<file path="config.mk">
export PLATFORM = sky130hd
export DESIGN_NAME = apb_sat_cnt
export DESIGN_NICKNAME = d
export VERILOG_FILES = /design/src/rtl/apb_sat_cnt.sv
export SDC_FILE = /design/constraint.sdc
export NUM_CORES = 1
export LEC_CHECK = 0
export ABC_AREA = 1
export BUFFER_PORTS_ARGS = -buffer_cell sky130_fd_sc_hd__buf_2
export CORE_UTILIZATION = 58
export CTS_BUF_LIST = sky130_fd_sc_hd__clkbuf_4 sky130_fd_sc_hd__clkbuf_8
export DETAILED_ROUTE_END_ITERATION = 8
export GPL_TIMING_DRIVEN = 0
export PLACE_DENSITY = 0.81
export SLEW_MARGIN = 10
export SYNTH_ARGS = -nofsm -noshare
export SYNTH_HDL_FRONTEND = slang
export SYNTH_SLANG_ARGS = --single-unit
</file>
<file path="constraint.sdc">
create_clock -name clk -period 1.76 [get_ports clk]
set_clock_uncertainty 0.1 [all_clocks]
set_input_delay 0.176 -clock clk [delete_from_list [all_inputs] [get_ports clk]]
set_output_delay 0.176 -clock clk [all_outputs]
set_load 0.01 [all_outputs]
</file>
<file path="src/rtl/apb_sat_cnt.sv">
// Saturating up-counter with synchronous clear; an increment in the clear
// cycle lands on top of the cleared value.
module apb_sat_cnt #(
    parameter int W = 16
) (
    input  logic         clk,
    input  logic         rst,
    input  logic         inc,
    input  logic         clr,
    output logic [W-1:0] cnt
);

    localparam logic [W-1:0] ONE = W'(1);

    logic [W-1:0] cnt_q, cnt_d;

    always_comb begin
        cnt_d = cnt_q;
        if (clr)
            cnt_d = '0;
        if (inc && (cnt_d != '1))
            cnt_d = cnt_d + ONE;
    end

    always_ff @(posedge clk or posedge rst) begin
        if (rst)
            cnt_q <= '0;
        else
            cnt_q <= cnt_d;
    end

    assign cnt = cnt_q;

endmodule

</file>
### After elaboration in Yosys (flattened, before gate mapping)

Index checks and enable logic that the tools add are counted.
Widths: inputs -> output; s select.

* add/sub/neg operators: 1
* equal/unequal tests: 1
* muxes and demuxes: 2
* reductions and logical operators: 1

Operator list (count)
* $mux 16: 2
* $add 16x1->16 const B: 1
* $ne 16x16->1 const B: 1
* $logic_and 1x1->1: 1

* register bits after elaboration: 16
* bits of input ports: 4

### Depth between registers and ports, before layout

* depth after elaboration: 4
* mapped depth: 12

### Worst setup path after synthesis

Ideal clock, no wire load.

* kind: flip-flop to flip-flop
* start point: register cnt_q[4] (netlist: cnt[4])
* end point: register cnt_q[13] (netlist: cnt[13])
* setup time: 116 ps
* arrival: 1256 ps
* required time: 1544 ps
* setup slack: 288 ps
* stages on the path, launching flop included: 10
* buffers on the path: 0
* cell sequence: dfrtp_1 inv_1 nor2_1 nand2_1 nor3_1 nand2_1 nand2_1 nand2_1 nand2_1 nand2_1

* word-level cells in the longest chain between the ends: 4
* elaborated cells on any way between the ends: 5
* those cells by class: add/sub (1); eq/ne (1); mux (2); reduce/logical (1)

Ends and longest elaborated chain
* start: declaration: RTL line 15 `logic [W-1:0] cnt_q, cnt_d;`
* start signal: assignment: RTL line 29 `cnt_q <= cnt_d;`
* $mux 16 *: RTL line 19 `if (clr)`
* parallel branches: the longest is 2 deep, another holds $add 16x1->16
* $mux 16 *: RTL line 21 `if (inc && (cnt_d != '1))`
* via cnt_d[13]: RTL line 15

Mark *: on every way through the listed nets, which the timed path passes.

### Worst setup path in the final report

* start point: register cnt_q[0] (netlist: cnt[0])
* end point: register cnt_q[1] (netlist: cnt[1])

Same word-level chain as after synthesis.

==> run summary <==
The insertion delay of the later-clocked pin in the worst-skew pair came out at between 0.2 and 0.3 ns. The synthesized design spends more area on one cell type than any other, namely sky130_fd_sc_hd__dfrtp_1. The maximum net fanout on the critical path is 10. For this run, the register share of the synthesized area comes to 0.3216.

After synthesis, the cell types taking the most area are sky130_fd_sc_hd__dfrtp_1 (32%), sky130_fd_sc_hd__nand2_1 (20%), sky130_fd_sc_hd__inv_1 (7.5%). The placed wire-length estimate after detailed placement came out at 2121 um. The count of pins over their slew limit came out at 0.

The Yosys step of the flow raised 0 warnings. At the end of routability-driven placement, the weighted congestion stood at approximately 0.9. The actual transition at the worst max-transition pin came out at 0.5879 ns. After synthesis, the mean cell area works out to around 6.7 um^2. The antenna cell count is 0. The final routed wirelength across all metal layers is approximately 2700 um. The number of nets in the synthesized netlist is 190. The final worst-path cycle share came out at 0.9056. The worst setup path is of the reg -> reg kind. The flip-flop and latch count after synthesis came out at 16.

In this run the cell area of the synthesized design comes to about 1200 um^2. The synthesis-to-layout area growth came out at 14.07%. The number of antenna violations at the first check in global routing came to 0.

The CTS clock-pin slew for the worst setup and hold paths came out at 0.10 ns. The width of the die came out at around 48 um. Setup repair after global routing left no endpoint under its margin.

In this run the number of H-tree levels came out at 1. The worst hold path belongs to the class in -> reg. Setup slack on the worst reg-to-reg path comes out at ~0.17 ns. The core outline area came out at slightly below 2000 um^2.

The global-route usage over all layers came out at 0.2609. Data on the critical path arrives at its endpoint at roughly 1.7 ns. The count of different cell masters after synthesis is 21. The minimum clock period is ~1.6 ns. The worst hold margin is between 0.1 and 0.15 ns. The detailed-routing iteration count for the pre-antenna-repair pass came out at 4.

The detailed-route via count came out at 1200. Leaving out fill and tap cells, the most frequent cell in the layout is sky130_fd_sc_hd__nand2_1. The clock tree from TritonCTS is built.

VDD sags by at most 448.4 uV. The total of buffers placed on input and output ports came out at 18. STA classifies the critical path startpoint as a flip-flop. Entering global routing, the biggest net connects 17 pins. The number of rows created at floorplan came out at 16. The total area of sequential cells came out at 400.4 um^2. The path depth of the worst reg2reg path came out at 8. The worst register-to-register path begins at cnt[0]$_DFF_PP0_. The data required time of the critical path is 1.84 ns. The routed via count divided by cell count is a little over 5. Pin placement for this block handled 20 I/O pins.

The effective utilization at floorplan came out at 0.6282. In the layout the commonest cells are sky130_fd_sc_hd__nand2_1 (66), sky130_fd_sc_hd__inv_1 (25), sky130_fd_sc_hd__nor2_1 (23), sky130_fd_sc_hd__buf_2 (18), sky130_fd_sc_hd__dfrtp_1 (16). The endpoint identified for the worst register-to-register timing path is cnt[1]$_DFF_PP0_. The count of endpoints failing setup in the final report came out at 0. After the last flow step, the layout net total stands at 214.

The power density of the placed cells is 494.5 nW/um^2. For this run, the slowest stage of the critical path takes ~0.41 ns. The end of the worst hold path is cnt[8]$_DFF_PP0_.

CTS placed an instance of sky130_fd_sc_hd__clkbuf_4 at the clock tree root. The tool flagged a number of max-cap violations equal to 0. The first global-routing pass estimated 4761 um of wire. The share of post-route cells with drive strength above 1 is 0.2392. The area of combinational cells with multiple inputs came out at ~700 um^2. The number of standard cells after synthesis came out at 186. The slowest cell on the critical path is sky130_fd_sc_hd__dfrtp_1. The leakage component of the power came out at a little under 0.8 nW. Headroom to the max-slew limit came out at 0.6076.

The sum of negative setup slack came out at 0 ns. The number of endpoints with negative hold slack in the final report is 0. The number of filler instances in the final layout is approximately 150. The flow ran to the end, and the final reports show no timing, DRC or antenna violations. The area of the die came out at ~2300 um^2. In this run the deepest clock path goes through 2 buffers. The total clock sinks came out at 16. The origin of the worst min-delay path is clr. The critical path goes through nand2_2 -> nor2_4 -> nand2_2 -> nor2_4 -> nand2_4 -> nand2_4 -> buf_8 -> o21ai_0. The flip-flop count of the largest register, all copies and words added is 16. The chip height is between 40 and 50 um. The routed wire length per instance came out at approximately 12 um.

The DRC violation total after the first TritonRoute iteration came out at 35. The via count of the first global-routing pass is 1116. STA classifies the critical path endpoint as a flip-flop. In this run the remaining antenna-violating nets after routing total 0. The total overflow left after global routing is 0. The area share of the leading cell type in the synthesized netlist came out at 0.3216. Derived from the worst setup path, the maximum achievable clock frequency is ~630 MHz.

The remaining design rule violation count came out at 0. The count of cells along the worst hold path came out at 4. Counting the buffers created by CTS gives 3.
## final cells by class
type	instances	share of cell area
flip-flops and latches	16	0.2819
repair buffers	19	0.07048
plain buffers	3	0.03260
well taps	27	0.02379
multi-input cells	140	0.4890
inverters	27	0.07665
clock buffers	4	0.02555
## power by group
part	internal [mW]	switching [mW]	leakage [nW]
Sequential	0.372	0.00503	0.221
Clock	0.126	0.125	0.0210
Combinational	0.0254	0.0484	0.531
## layer usage
layer	global-route usage	vias to the layer above	share of wire
met5	0	-	0
met4	0.08824	0	0.022
met3	0.03145	8	0.060
met2	0.4812	39	0.50
met1	0.3114	542	0.42
li1	-	611	-
## critical path, delay by kind of cell, from the launching register on
family | cells | cell delay, ns
simple gates | 6 | 0.76
flops | 1 | 0.41
buf+inv | 1 | 0.13
compound gates | 1 | 0.08
## logic make-up after synthesis
kind of cell,count (synthesis),synth area share
AOI/OAI and AO/OA,5,0.02211
xor gates and xnor gates,4,0.02815
DFF,16,0.3216
buffers and inverters,30,0.1246
and+or+nand+nor,131,0.5035
## metrics by stage
stage / instances / cell area (um^2) / worst slack (ns) / utilization / total power, mW
final: 236 / 1420 / 0.1661 / 0.7165 / 0.7023
after global routing: 236 / 1420 / 0.06238 / 0.7165 / 0.7303
after CTS: 236 / 1415 / 0.1560 / 0.7140 / 0.7037
after detailed placement: 231 / 1369 / 0.1767 / 0.6907 / 0.4562
after global placement: 231 / 1369 / 0.1927 / 0.6907 / 0.4548
after floorplan: 186 / 1245 / 0.2878 / - / 0.4360
## worst max path at each step
| stage | startpoint | end | slack, ns |
|---|---|---|---|
| 6_report | cnt[0]$_DFF_PP0_ | cnt[1]$_DFF_PP0_ | 0.17 |
| 4_1_cts | cnt[4]$_DFF_PP0_ | cnt[13]$_DFF_PP0_ | 0.16 |
| 3_3_place_gp | clr | cnt[1]$_DFF_PP0_ | 0.19 |
| 3_5_place_dp | cnt[4]$_DFF_PP0_ | cnt[13]$_DFF_PP0_ | 0.18 |
| 5_1_grt | cnt[1]$_DFF_PP0_ | cnt[5]$_DFF_PP0_ | 0.06 |
| 2_1_floorplan | cnt[4]$_DFF_PP0_ | cnt[13]$_DFF_PP0_ | 0.29 |
## timing repair
action	in CTS	in global routing
hold buffers	1	0
gates resized for setup	0	1
setup endpoints to repair	0	2
hold endpoints to repair	16	0
buffers inserted	0	0
## synthesized netlist by cell type, drive strengths merged
library cell  count
nand2            79
nor2             32
inv              27
dfrtp            16
nand3            10
nand4             6
o21ai             4
buf               3
nor3              3
xor2              3
nand3b            1
o21bai            1
xnor2             1
No activity file was read; power rests on OpenSTA's default activity.
